===== config.mk =====
export PLATFORM = sky130hd
export DESIGN_NAME = hls_macc_result_collector
export DESIGN_NICKNAME = d
export VERILOG_FILES = /design/src/rtl/hls_macc_pkg.sv /design/src/rtl/hls_macc_res_fifo.sv /design/src/rtl/hls_macc_result_collector.sv
export SDC_FILE = /design/constraint.sdc
export NUM_CORES = 1
export LEC_CHECK = 0
export ABC_CLOCK_PERIOD_IN_PS = 4900
export BUFFER_PORTS_ARGS = -buffer_cell sky130_fd_sc_hd__buf_2
export CORE_MARGIN = 3
export CORE_UTILIZATION = 45
export CTS_CLUSTER_DIAMETER = 100
export DETAILED_ROUTE_END_ITERATION = 10
export MAX_ROUTING_LAYER = met4
export PLACE_DENSITY = 0.62
export SLEW_MARGIN = 20
export SYNTH_ARGS = -nofsm -noshare
export SYNTH_HDL_FRONTEND = slang
export SYNTH_SLANG_ARGS = --single-unit
export TNS_END_PERCENT = 50

===== constraint.sdc =====
create_clock -name ap_clk -period 4.9 [get_ports ap_clk]
set_input_delay 0.98 -clock ap_clk [delete_from_list [all_inputs] [get_ports ap_clk]]
set_output_delay 0.98 -clock ap_clk [all_outputs]
set_load 0.01 [all_outputs]

===== src/rtl/hls_macc_pkg.sv =====
// Shared types for the hls_macc result collector.
//   DATA_W        : width of every kernel result and stream word
//   res_rec_t     : one captured result record {out1, out2, out3, ret}
//   word_idx_e    : serializer word index (W_CSUM only emitted with MACC_COLL_CHECKSUM_EN)
//   start_state_e : kernel start/handshake FSM states
package hls_macc_pkg;

    localparam int unsigned DATA_W = 32;

    typedef struct packed {
        logic [DATA_W-1:0] out1;
        logic [DATA_W-1:0] out2;
        logic [DATA_W-1:0] out3;
        logic [DATA_W-1:0] ret;
    } res_rec_t;

    typedef enum logic [2:0] {
        W_OUT1 = 3'd0,
        W_OUT2 = 3'd1,
        W_OUT3 = 3'd2,
        W_RET  = 3'd3,
        W_CSUM = 3'd4
    } word_idx_e;

    typedef enum logic [1:0] {
        S_IDLE      = 2'd0,
        S_RUN       = 2'd1,
        S_WAIT_DONE = 2'd2
    } start_state_e;

endpackage


===== src/rtl/hls_macc_res_fifo.sv =====
// DEPTH-entry synchronous FIFO of result records.
// Ports:
//   clk, rst   : clock, asynchronous active-high reset
//   push       : write wr_data (accepted when not full, or when full with a same-cycle pop)
//   wr_data    : record to store
//   pop        : retire the head record (ignored when empty)
//   rd_data_c  : head record (combinational view of storage)
//   full_c     : count == DEPTH
//   empty_c    : count == 0
//   count      : number of stored records (registered)
module hls_macc_res_fifo
    import hls_macc_pkg::*;
#(
    parameter int unsigned DEPTH = 4
)
(
    input  logic                     clk,
    input  logic                     rst,
    input  logic                     push,
    input  res_rec_t                 wr_data,
    input  logic                     pop,
    output res_rec_t                 rd_data_c,
    output logic                     full_c,
    output logic                     empty_c,
    output logic [$clog2(DEPTH):0]   count
);

    localparam int unsigned AW = $clog2(DEPTH);
    localparam int unsigned CW = AW + 1;

    res_rec_t      mem [DEPTH];
    logic [AW-1:0] wr_ptr;
    logic [AW-1:0] rd_ptr;
    logic          do_push;
    logic          do_pop;

    assign empty_c   = (count == '0);
    assign full_c    = (count == CW'(DEPTH));
    assign do_pop    = pop && !empty_c;
    // A full FIFO still accepts a write when the head leaves in the same cycle.
    assign do_push   = push && (!full_c || do_pop);
    assign rd_data_c = mem[rd_ptr];

    // Record storage; contents are only meaningful below count, so no reset.
    always_ff @(posedge clk) begin
        if (do_push) begin
            mem[wr_ptr] <= wr_data;
        end
    end

    // Pointers wrap naturally because DEPTH is a power of two.
    always_ff @(posedge clk or posedge rst) begin
        if (rst) begin
            wr_ptr <= '0;
            rd_ptr <= '0;
            count  <= '0;
        end else begin
            if (do_push) begin
                wr_ptr <= wr_ptr + AW'(1);
            end
            if (do_pop) begin
                rd_ptr <= rd_ptr + AW'(1);
            end
            case ({do_push, do_pop})
                2'b10:   count <= count + CW'(1);
                2'b01:   count <= count - CW'(1);
                default: count <= count;
            endcase
        end
    end

endmodule


===== src/rtl/hls_macc_result_collector.sv =====
// Downstream stage of the hls_macc kernel: issues ap_start against FIFO credit,
// captures out1/out2/out3 (on their vld strobes) and ap_return (on ap_done) as one
// record, buffers records, and drains them as a 32-bit valid/ready word stream.
// Optional feature macro: MACC_COLL_CHECKSUM_EN appends a 5th word
// out1^out2^out3^ret to every record (m_last moves to that word).
// Ports:
//   ap_clk, ap_rst         : clock, asynchronous active-high reset
//   start_req              : upstream request for one kernel run (level)
//   mac_ap_start           : kernel ap_start (registered)
//   mac_ap_ready/done      : kernel handshake inputs
//   mac_ap_return          : kernel return value, sampled on ap_done
//   mac_outN, mac_outN_vld : kernel outputs with their valid strobes
//   m_data/m_valid/m_last  : output word stream (registered), m_ready from consumer
//   busy                   : a kernel run is in flight
//   err_sticky             : protocol error seen since reset
module hls_macc_result_collector
    import hls_macc_pkg::*;
#(
    parameter int unsigned DEPTH = 4
)
(
    input  logic              ap_clk,
    input  logic              ap_rst,
    input  logic              start_req,
    output logic              mac_ap_start,
    input  logic              mac_ap_ready,
    input  logic              mac_ap_done,
    input  logic [DATA_W-1:0] mac_ap_return,
    input  logic [DATA_W-1:0] mac_out1,
    input  logic [DATA_W-1:0] mac_out2,
    input  logic [DATA_W-1:0] mac_out3,
    input  logic              mac_out1_vld,
    input  logic              mac_out2_vld,
    input  logic              mac_out3_vld,
    output logic [DATA_W-1:0] m_data,
    output logic              m_valid,
    input  logic              m_ready,
    output logic              m_last,
    output logic              busy,
    output logic              err_sticky
);

    localparam int unsigned CW = $clog2(DEPTH) + 1;

`ifdef MACC_COLL_CHECKSUM_EN
    localparam word_idx_e LAST_W = W_CSUM;
`else
    localparam word_idx_e LAST_W = W_RET;
`endif

    // Select one word of a record for the output stream.
    function automatic logic [DATA_W-1:0] rec_word(input res_rec_t rec, input word_idx_e idx);
        logic [DATA_W-1:0] w;
        w = '0;
        case (idx)
            W_OUT1:  w = rec.out1;
            W_OUT2:  w = rec.out2;
            W_OUT3:  w = rec.out3;
            W_RET:   w = rec.ret;
`ifdef MACC_COLL_CHECKSUM_EN
            W_CSUM:  w = rec.out1 ^ rec.out2 ^ rec.out3 ^ rec.ret;
`endif
            default: w = '0;
        endcase
        return w;
    endfunction

    // ------------------------------------------------------------------
    // FIFO
    // ------------------------------------------------------------------
    res_rec_t          push_rec;
    res_rec_t          fifo_head;
    logic              fifo_push;
    logic              fifo_pop;
    logic              fifo_full;
    logic              fifo_empty;
    logic [CW-1:0]     fifo_count;

    hls_macc_res_fifo #(
        .DEPTH (DEPTH)
    ) u_fifo (
        .clk       (ap_clk),
        .rst       (ap_rst),
        .push      (fifo_push),
        .wr_data   (push_rec),
        .pop       (fifo_pop),
        .rd_data_c (fifo_head),
        .full_c    (fifo_full),
        .empty_c   (fifo_empty),
        .count     (fifo_count)
    );

    // ------------------------------------------------------------------
    // Start FSM: state register
    // ------------------------------------------------------------------
    start_state_e state_q;
    start_state_e state_d;
    logic         start_d;
    logic         busy_d;

    always_ff @(posedge ap_clk or posedge ap_rst) begin
        if (ap_rst) begin
            state_q      <= S_IDLE;
            mac_ap_start <= 1'b0;
            busy         <= 1'b0;
        end else begin
            state_q      <= state_d;
            mac_ap_start <= start_d;
            busy         <= busy_d;
        end
    end

    // Start FSM: next state; a run is only launched while a FIFO slot is free,
    // so the single in-flight run can always push its record.
    always_comb begin
        state_d = state_q;
        start_d = 1'b0;
        busy_d  = 1'b0;
        case (state_q)
            S_IDLE: begin
                if (start_req && (fifo_count < CW'(DEPTH))) begin
                    state_d = S_RUN;
                end
            end
            S_RUN: begin
                if (mac_ap_done) begin
                    state_d = S_IDLE;
                end else if (mac_ap_ready) begin
                    state_d = S_WAIT_DONE;
                end
            end
            S_WAIT_DONE: begin
                if (mac_ap_done) begin
                    state_d = S_IDLE;
                end
            end
            default: state_d = S_IDLE;
        endcase
        start_d = (state_d == S_RUN);
        busy_d  = (state_d != S_IDLE);
    end

    // ------------------------------------------------------------------
    // Capture staging
    // ------------------------------------------------------------------
    logic [2:0][DATA_W-1:0] out_vec;
    logic [2:0]             vld_vec;
    logic [2:0][DATA_W-1:0] stage_q;
    logic [2:0]             flag_q;
    logic                   push_req;
    logic                   missing;
    logic                   spurious;
    logic                   drop;

    assign out_vec = {mac_out3, mac_out2, mac_out1};
    assign vld_vec = {mac_out3_vld, mac_out2_vld, mac_out1_vld};

    // Build the record; a same-cycle vld bypasses the staging register.
    always_comb begin
        push_rec.out1 = vld_vec[0] ? out_vec[0] : stage_q[0];
        push_rec.out2 = vld_vec[1] ? out_vec[1] : stage_q[1];
        push_rec.out3 = vld_vec[2] ? out_vec[2] : stage_q[2];
        push_rec.ret  = mac_ap_return;
        push_req      = mac_ap_done && busy;
        missing       = |(~vld_vec & ~flag_q);
        spurious      = !busy && (mac_ap_done || (|vld_vec));
        drop          = push_req && fifo_full && !fifo_pop;
        fifo_push     = push_req && !drop;
    end

    always_ff @(posedge ap_clk or posedge ap_rst) begin
        if (ap_rst) begin
            stage_q    <= '0;
            flag_q     <= '0;
            err_sticky <= 1'b0;
        end else begin
            for (int i = 0; i < 3; i++) begin
                if (busy && vld_vec[i]) begin
                    stage_q[i] <= out_vec[i];
                end
                if (push_req) begin
                    flag_q[i] <= 1'b0;
                end else if (busy && vld_vec[i]) begin
                    flag_q[i] <= 1'b1;
                end
            end
            if ((push_req && (missing || drop)) || spurious) begin
                err_sticky <= 1'b1;
            end
        end
    end

    // ------------------------------------------------------------------
    // Serializer: presents the head record word by word, pops after the last
    // ------------------------------------------------------------------
    word_idx_e         widx_q;
    word_idx_e         widx_d;
    word_idx_e         widx_nxt;
    logic              valid_d;
    logic              last_d;
    logic [DATA_W-1:0] data_d;

    always_comb begin
        valid_d  = m_valid;
        last_d   = m_last;
        data_d   = m_data;
        widx_d   = widx_q;
        fifo_pop = 1'b0;
        widx_nxt = word_idx_e'(3'(widx_q) + 3'd1);
        if (!m_valid) begin
            if (!fifo_empty) begin
                valid_d = 1'b1;
                widx_d  = W_OUT1;
                data_d  = rec_word(fifo_head, W_OUT1);
                last_d  = 1'b0;
            end
        end else if (m_ready) begin
            if (m_last) begin
                fifo_pop = 1'b1;
                valid_d  = 1'b0;
                last_d   = 1'b0;
            end else begin
                widx_d = widx_nxt;
                data_d = rec_word(fifo_head, widx_nxt);
                last_d = (widx_nxt == LAST_W);
            end
        end
    end

    always_ff @(posedge ap_clk or posedge ap_rst) begin
        if (ap_rst) begin
            m_valid <= 1'b0;
            m_last  <= 1'b0;
            m_data  <= '0;
            widx_q  <= W_OUT1;
        end else begin
            m_valid <= valid_d;
            m_last  <= last_d;
            m_data  <= data_d;
            widx_q  <= widx_d;
        end
    end

endmodule


==> results.ini, run 1 <==
[timing]
min_period_ps=2779
setup_violations=0
skew_ps=26.78
fin_ws_ps=2121
max_freq_ghz=0.3599
max-slew-margin-rel=0.2782
rsz0062_at_grt=no
tightestPinTransition_ps=1083
finalMaxSlewViolations=0
fin_crit_sh=0.5670
hold_violations=0
whs_ps=471.8

[cts]
cts.sinks=660
clk_pin_slew_ps=60
clock_latency_ps=600
post_cts_buffers=0
cts_root_buf=clkbuf_16
cts_hold_buf=0
cts_tree=built
cts_resized=0
cts_buffers=70
h-tree-depth=3
clk_path_buf_depth=3

[critical_path]
rrSetupSlack_ps=2120
crit_type=register to register
ff2ff_path_depth=4
critPathLaunchType=register
regToRegEndpoint=u_fifo.mem[2][85]
critPathMaxStageDelay_ps=820
crit_fanout=50
worstPathCellList=nand2_1, a31oi_1, and2_4, buf_12
critPathLaunch=busy
worstPathArrival_ps=3050
r2r-start=busy
endpoint_kind=register
worst_path_max_delay_cell=and2_4
crit_required_ps=5170

[outcome]
status=finished clean

[logic_synthesis]
ys_seq_elements=660
seq_area_frac_synth=0.7233
synthCells=1340
ys_warn_count=0
syn_area_um2=26380
syn_nets=1488
yosysUniqueCellTypes=38
syn_area_per_cell_um2=19.68

[min_path]
holdPathStages=1
hold_end=err_sticky
hp-start=err_sticky
worstHoldPathType=register to register

[power]
p_comb_frac=0.270
leakagePower_nw=10.75
p_int_mw=12.62
power.total_mw=18.04
powerDensity_nw_per_um2=596.7
ir_drop_v=0.0004018
power_switching_share=0.3004
switching_power_mw=5.419
power_frac_seq=0.452
p_clk_frac=0.278

[route]
viasPerCell=5.591
drt_iter0_drc=1051
wl_um=56940
firstDrtPassIters=5
wl_per_cell_um=24.19
drc=0
num_vias=13161
detail-route-antenna-nets=0

[global_route]
gr-total-overflow=0
grt_max_degree=83
first_global_vias=13540
grt_pass1_wl_um=85290
antenna_found_initial=3
track_usage=0.1940

[die]
ioPinCount=174
initial_core_util=0.4563
row_count=88
die_width_um=248.1
die_h_um=248.1
core_um2=57810
dieArea_um2=61560

[cells_and_area]
area_delta_synth_final_pct=14.60
nNetsFinal=1675
drive_above_1_share=0.3886
design_area_um2=30230

[placement]
portBuffers=173
place.gp.congestion=0.7508
hpwl_um=34710
dpl_cell_area_um2=28030
dp_slack_ps=1491

[job]
cap_violations=0

==> cells in the mapped netlist, drive strengths merged <==
| cell | count | area [µm²] |
|---|---|---|
| and3 | 65 | 406.6 |
| ha | 10 | 125.1 |
| a21bo | 1 | 10.01 |
| mux2i | 2 | 20.02 |
| xnor2 | 4 | 35.03 |
| edfxtp | 512 | 15370 |
| a31oi | 34 | 212.7 |
| fa | 1 | 20.02 |
| o21ai | 37 | 185.2 |
| clkbuf | 31 | 116.4 |
| nand3b | 2 | 15.01 |
| mux2 | 193 | 2173 |
| inv | 11 | 41.29 |
| dlymetal6s2s | 1 | 12.51 |
| nor4 | 1 | 6.260 |
| a21oi | 7 | 35.03 |
| mux4 | 128 | 2939 |
| a311oi | 1 | 8.760 |
| o22ai | 4 | 25.02 |
| o21bai | 1 | 7.510 |
| dfrtp | 148 | 3704 |
| nor2 | 42 | 157.7 |
| xor2 | 3 | 26.28 |
| a22oi | 33 | 247.7 |
| nand3 | 1 | 5.000 |
| buf | 49 | 375.4 |
| nor3 | 2 | 10.01 |
| dlygate4sd1 | 2 | 17.52 |
| nand2 | 9 | 33.78 |
| and2 | 4 | 25.02 |
| nor2b | 1 | 6.260 |
==> final cells by class <==
type	count	area [µm²]
clock inverters	31	221.5
inverters	11	46.29
multi-input cells	586	6766
clock buffers	99	1964
repair buffers	198	1179
flip-flops and latches	660	19090
well taps	765	957.2
fillers	4634	27580
diodes	4	10.01
==> cell usage in the layout (no fill, tap or decap), types with 3 or more instances in the layout <==
cell,netlist,routed
clkinv_1,0,7
dfrtp_1,148,146
buf_12,8,10
inv_1,11,10
clkinvlp_4,0,4
xnor2_1,4,3
o22ai_1,4,4
ha_1,10,10
edfxtp_1,512,512
a31oi_1,34,34
o21ai_0,18,17
mux4_1,15,15
clkinv_2,0,14
mux2_2,193,193
buf_2,13,173
a22oi_1,33,33
clkbuf_1,31,22
a21oi_1,7,7
o21ai_1,19,19
diode_2,0,4
and2_4,0,4
inv_6,0,5
clkbuf_16,0,73
nand2_1,9,9
buf_4,3,15
mux4_2,113,113
nor2_1,42,42
xor2_1,3,3
and3_1,65,64
clkbuf_8,0,4
==> per-layer routing <==
layer	GRT usage	share of wire
met1	0.2636	0.43
met2	0.3067	0.49
met3	0.03897	0.060
met4	0.04386	0.016
met5	-	0
==> power groups by stage <==
stage	sequential, mW	combinational, mW	clock (mW)
finish	8.15	4.86	5.02
global route	8.27	5.30	5.37
CTS	8.16	4.99	5.14
detailed placement	8.26	4.98	0
global placement	8.22	4.88	0
floorplan	7.93	3.71	0
==> state kept, by name, indices dropped and copies added (netlist names) <==
register	count
u_fifo.count	3
state_q	2
err_sticky	1
flag_q	3
u_fifo.rd_ptr	2
widx_q	3
u_fifo.wr_ptr	2
stage_q	96
u_fifo.mem	512
mac_ap_start	1
busy	1
m_valid	1
m_data	32
m_last	1
==> worst max-delay path by stage <==
| stage | to | slack, ps | cells past startpoint |
|---|---|---|---|
| finish | u_fifo.mem[2][85] | 2120 | 4 |
| global route | u_fifo.mem[2][93] | 1900 | 4 |
| CTS | m_data[16] | 2020 | 4 |
| detailed placement | u_fifo.mem[2][85] | 1490 | 5 |
| global placement | u_fifo.mem[3][88] | 1540 | 5 |
| floorplan | u_fifo.mem[1][0] | -250 | 4 |
==> critical path: cells and delay by family (launching register included) <==
kind,cells,cell delay [ps]
buffers and inverters,1,350
AO/OA/AOI/OAI,1,510
flip-flops,1,610
AND/OR/NAND/NOR,2,910
==> logic make-up after synthesis <==
| kind of cell | count (synthesis) | synth area share |
|---|---|---|
| mux | 323 | 0.1946 |
| buf+inv | 94 | 0.02134 |
| fa+ha+maj | 11 | 0.005502 |
| flops | 660 | 0.7233 |
| compound gates | 118 | 0.02775 |
| xor+xnor | 7 | 0.002324 |
| simple gates | 127 | 0.02523 |
==> stage by stage <==
stage | std cells | setup TNS (ps) | utilization
floorplan | 1340 | -41080 | -
global placement | 2220 | 0 | 0.4850
detailed placement | 2220 | 0 | 0.4850
CTS | 2350 | 0 | 0.5228
global route | 2351 | 0 | 0.5228
finish | 2354 | 0 | 0.5230
(Power assumes the default switching activity.)
==> run 2: changes to the inputs <==
ABC_CLOCK_PERIOD_IN_PS = 2500   (was 4900)
clock period = 2.5 ns   (was 4.9 ns; I/O delays follow)
==> run 2 against run 1 <==
Against the previous run: cell area grew 1.4%; fmax grew 27%; worst setup slack lost 1800 ps; sequential share of layout area shrank 0.90 points; cell count grew 1.0%; clock skew shrank 4.8 ps; die area is the same; highest routed layer unchanged.
==> results.ini, run 2 (same netlist as run 1, synthesis figures left out) <==
[timing]
max-slew-margin-rel=0.4556
tightestPinTransition_ps=813.6
skew_ps=21.94
whs_ps=35.75
fin_crit_sh=0.8742
rsz0062_at_grt=no
fin_ws_ps=314.5
finalMaxSlewViolations=0
setup_violations=0
max_freq_ghz=0.4576
min_period_ps=2185
hold_violations=0
fin_setup_tns_ps=0

[power]
power_switching_share=0.2963
ir_drop_v=0.0006571
leakagePower_nw=10.97
p_clk_frac=0.271
power_frac_seq=0.433
switching_power_mw=10.62
p_int_mw=25.23
p_comb_frac=0.296
powerDensity_nw_per_um2=1169

[cells_and_area]
area_delta_synth_final_pct=16.26
finalNonFillerCells=2378
largest_reg_flops=512
drive_above_1_share=0.3986
final_common_cell=edfxtp_1
top_regs=u_fifo.mem (512), stage_q (96), m_data (32)
insertedDiodeCount=0
mostFrequentLayoutCells=512 x edfxtp_1, 193 x mux2_2, 173 x buf_2
nNetsFinal=1708
regMostFlops=u_fifo.mem
design_area_um2=30670

[global_route]
gr-total-overflow=0
grt_max_degree=77
track_usage=0.1948
grt_pass1_wl_um=85640
first_global_vias=13785
antenna_found_initial=2

[route]
num_vias=13225
wl_per_cell_um=24.17
detail-route-antenna-nets=0
viasPerCell=5.561
drt_iter0_drc=937
drc=0
firstDrtPassIters=5
wl_um=57480

[placement]
dp.cells=2254
place.gp.congestion=0.7609
portBuffers=173
dpl_cell_area_um2=28530
dp_slack_ps=246.3
hpwl_um=35670

[die]
die_width_um=248.1
initial_core_util=0.4563
die_h_um=248.1
ioPinCount=174
dieArea_um2=61560
row_count=88
core_um2=57810

[cts]
clock_latency_ps=590
cts_resized=0
post_cts_buffers=0
cts.sinks=660
cts_root_buf=clkbuf_16
cts_tree=built
cts_hold_buf=0
clk_pin_slew_ps=60
cts_buffers=69
clk_path_buf_depth=3
h-tree-depth=3

[critical_path]
crit_required_ps=3000
crit_type=register to register
critPathLaunch=widx_q[0]
endpoint_kind=register
ff2ff_path_depth=6
critPathLaunchType=register
endpoint=m_data[8]
worst_path_max_delay_cell=a21bo_2
crit_fanout=32
critPathMaxStageDelay_ps=670
regToRegEndpoint=m_data[8]
worstPathCellList=ha_1, xnor2_2, a21bo_2, a22oi_1, buf_4, a31oi_1
rrSetupSlack_ps=310
r2r-start=widx_q[0]
worstPathArrival_ps=2680

[outcome]
status=finished clean

[min_path]
worstHoldPathType=primary input to async pin

[job]
cap_violations=0

==> run 2: cell count changes in the layout (fill, tap and decap cells not counted), moves of 3 or more <==
cell and delta:
buf_12 +18, buf_4 +16, clkinv_1 +4, diode_2 -4, inv_6 -4, clkbuf_1 -3
==> run 2: area by class of cell <==
type | instances | area, µm²
flip-flops and latches | 660 | 19090
clock buffers | 96 | 1953
multi-input cells | 586 | 6780
well taps | 765 | 957.2
repair buffers | 232 | 1659
inverters | 11 | 45.04
clock inverters | 28 | 186.4
fillers | 4605 | 27140
==> run 2: worst max-delay path: cells and delay by family (launching register included) <==
family / cells / cell delay, ps
buffers and inverters: 1 / 170
adder cells (fa/ha/maj): 1 / 290
XOR/XNOR: 1 / 200
flip-flops: 1 / 430
AO/OA/AOI/OAI: 3 / 1000
==> run 2: worst min-delay path by stage <==
| stage | start | to | slack, ps | depth (start not counted) |
|---|---|---|---|---|
| after global routing | ap_rst | stage_q[40] | 50 | 3 |
| after floorplan | state_q[1] | mac_ap_start | 460 | 1 |
| final | ap_rst | stage_q[39] | 40 | 3 |
| after global placement | state_q[1] | state_q[0] | 470 | 1 |
| after detailed placement | state_q[1] | state_q[0] | 480 | 1 |
| after CTS | ap_rst | stage_q[40] | 40 | 3 |
==> run 2: power groups by stage <==
stage | combinational [mW] | sequential [mW] | clock, mW
finish | 10.6 | 15.5 | 9.72
global route | 11.5 | 15.7 | 10.4
CTS | 10.9 | 15.5 | 9.97
detailed placement | 10.8 | 15.7 | 0
global placement | 10.7 | 15.6 | 0
floorplan | 7.29 | 15.5 | 0
==> run 2: per-stage QoR <==
| step | utilization | power (mW) |
|---|---|---|
| after floorplan | - | 22.81 |
| after global placement | 0.4935 | 26.27 |
| after detailed placement | 0.4935 | 26.56 |
| after CTS | 0.5305 | 36.34 |
| after global routing | 0.5305 | 37.61 |
| final | 0.5305 | 35.85 |
==> run 2: metal layers <==
metal / global-route usage / vias up / routed length [µm] / part of all wire
li1: - / 5838 / - / -
met1: 0.2495 / 6933 / 23410 / 0.41
met2: 0.3204 / 369 / 29380 / 0.51
met3: 0.04133 / 85 / 3474 / 0.060
met4: 0.05000 / 0 / 1217 / 0.021
met5: - / - / 0 / 0
==> run 3: changes to the inputs <==
SYNTH_HIERARCHICAL = 1   (was not set)
==> run 3 against run 2 <==
Against the previous run: synthesized cell count rose by 0.45%; cell area grew 1.7%; total power is 5.5% higher; critical endpoint is now m_data[16]; largest cell class unchanged; largest power group unchanged.
==> results.ini, run 3 <==
[outcome]
status=finished clean

[die]
row_count=88
initial_core_util=0.4564
dieArea_um2=61680
ioPinCount=174
die_width_um=248.4
core_um2=57920
die_h_um=248.4

[cts]
cts_tree=built
clk_pin_slew_ps=60
cts_buffers=70
clk_path_buf_depth=3
cts_root_buf=clkbuf_16
cts.sinks=660
clock_latency_ps=620
h-tree-depth=3

[min_path]
worstHoldPathType=primary input to register

[route]
num_vias=13649
drc=0
drt_iter0_drc=1065
detail-route-antenna-nets=0
viasPerCell=5.647
wl_um=59480
firstDrtPassIters=5
wl_per_cell_um=24.61

[placement]
place.gp.congestion=0.7615
portBuffers=173
hpwl_um=38010
dpl_cell_area_um2=28760

[cells_and_area]
largest_reg_flops=512
seqCellArea_um2=19090
nNetsFinal=1736
design_area_um2=31200
n_fill_cell=4602
final_common_cell=edfxtp_1
drive_above_1_share=0.4265
top_regs=u_fifo/mem (512), stage_q (96), m_data (32)
multi_input_area_um2=6873
mostFrequentLayoutCells=512 x edfxtp_1, 192 x mux2_2, 173 x buf_2
regMostFlops=u_fifo/mem
area_delta_synth_final_pct=18.05

[logic_synthesis]
yosysUniqueCellTypes=40
synth_ff_type=edfxtp_1
ys_warn_count=6
ys_seq_elements=660
synth_most_common_cell=edfxtp_1
syn_area_um2=26430
async_flop_share=0.2242
seq_area_frac_synth=0.7218
synth_edf_count=512
synth_top_area_cell=edfxtp_1
synth_top_area_frac=0.5817
syn_nets=1494
synth.area.top_cells=edfxtp_1 58%, dfrtp_1 14%, mux4_2 11%
synthCells=1346
syn_area_per_cell_um2=19.64
netlist_top_cells_count=512 x edfxtp_1, 192 x mux2_2, 148 x dfrtp_1, 128 x mux4_2, 65 x nor3_1

[power]
ir_drop_v=0.0007594
power.total_mw=37.83
powerDensity_nw_per_um2=1212
leakagePower_nw=10.97

[global_route]
gr-total-overflow=0
track_usage=0.2042
first_global_vias=14401
met2_usage=0.3315
grt_pass1_wl_um=90290
grt_max_degree=59
grt_use_met3=0.04360
antenna_found_initial=6
top_usage_layer=met2
use_met1=0.2651

[critical_path]
crit_fanout=25
worst_path_max_delay_cell=mux4_2
crit_required_ps=2990
critPathMaxStageDelay_ps=550
critPathLaunchType=register
worstPathCellList=buf_16, mux4_2, a222oi_1, buf_4, nor3_1, o22a_1
crit_type=register to register
worstPathArrival_ps=2900
endpoint_kind=register

[timing]
hold_violations=0
whs_ps=94.26
max_freq_ghz=0.4145
skew_ps=24.54
fin_crit_sh=0.9651
tightestPinTransition_ps=1007
setup_violations=0
min_period_ps=2413
max-slew-margin-rel=0.3272
rsz0062_at_grt=yes
finalMaxSlewViolations=0

[job]
cap_violations=0

==> run 3: cell count changes in the layout (fill, tap and decap cells not counted), sizes merged, moves of 29 or more <==
cell    change
and3       -65
nor3       +63
nor2       -40
a31oi      -34
a22oi      -33
o21ai      -33
a222oi     +32
o22a       +32
nand2      +30
o22ai      +29
==> run 3: final cells by class <==
cell class	count	share of cell area
diodes	6	0.0004812
clock buffers	97	0.06360
clock inverters	33	0.01103
inverters	15	0.001925
multi-input cells	582	0.2203
flip-flops and latches	660	0.6118
well taps	765	0.03068
repair buffers	259	0.06023
==> run 3: through the flow <==
step | TNS (ps) | setup slack [ps] | std cells | util
floorplan | -270800 | -528.9 | 1346 | -
global placement | 0 | 38.76 | 2270 | 0.4965
global route | -29.22 | -28.48 | 2417 | 0.5387
finish | 0 | 87.28 | 2417 | 0.5387
detailed placement | 0 | 43.77 | 2270 | 0.4965
CTS | 0 | 6.157 | 2401 | 0.5369
==> run 3: metal layers <==
metal / part of all wire / wire [µm] / up-vias
met1: 0.41 / 24650 / 7176
met2: 0.51 / 30060 / 383
met5: 0 / 0 / -
li1: - / - / 6006
met3: 0.062 / 3664 / 84
met4: 0.019 / 1102 / 0
==> run 3: critical path, delay by kind of cell (launching register included) <==
kind,cells,cell delay (ps)
buffers and inverters,2,460
muxes,1,550
and+or+nand+nor,1,60
DFF,1,480
AOI/OAI and AO/OA,2,730
==> run 3: final timing paths <==
check	from	endpoint	slack, ps	cells after the start
max in group asynchronous	ap_rst	stage_q[31]	1260	4
min in group asynchronous	ap_rst	u_fifo/wr_ptr[1]	420	3
hold / removal	mac_ap_return[2]	u_fifo/mem[1][2]	90	1
setup reg to reg	u_fifo/rd_ptr[0]	m_data[16]	90	6
hold reg to reg	state_q[1]	mac_ap_start	480	1
setup / recovery	u_fifo/rd_ptr[0]	m_data[16]	90	6
==> run 3: cells by family (layout without fill, tap and decap cells) <==
family          Yosys count  after routing  share of synthesized area
mux                     322            322                     0.1918
compound gates          118            118                    0.03598
xor+xnor                  8              8                   0.002651
buf+inv                 104            404                    0.01950
fa+ha+maj                11             11                   0.005491
flops                   660            660                     0.7218
other cells               0              6                          0
simple gates            123            123                    0.02272
==> run 3: where the power goes <==
part | switching [mW] | internal, mW | leakage [nW]
clock network | 4.23 | 6.11 | 1.13
logic | 6.18 | 5.73 | 3.46
registers | 0.968 | 14.6 | 6.38
==> run 3: repair_timing <==
action | in CTS | in global routing
buffers inserted | 0 | 10
endpoints found under the setup margin | 0 | 6
resized for setup | 0 | 3
hold buffers | 1 | 0
hold endpoints to repair | 8 | 0
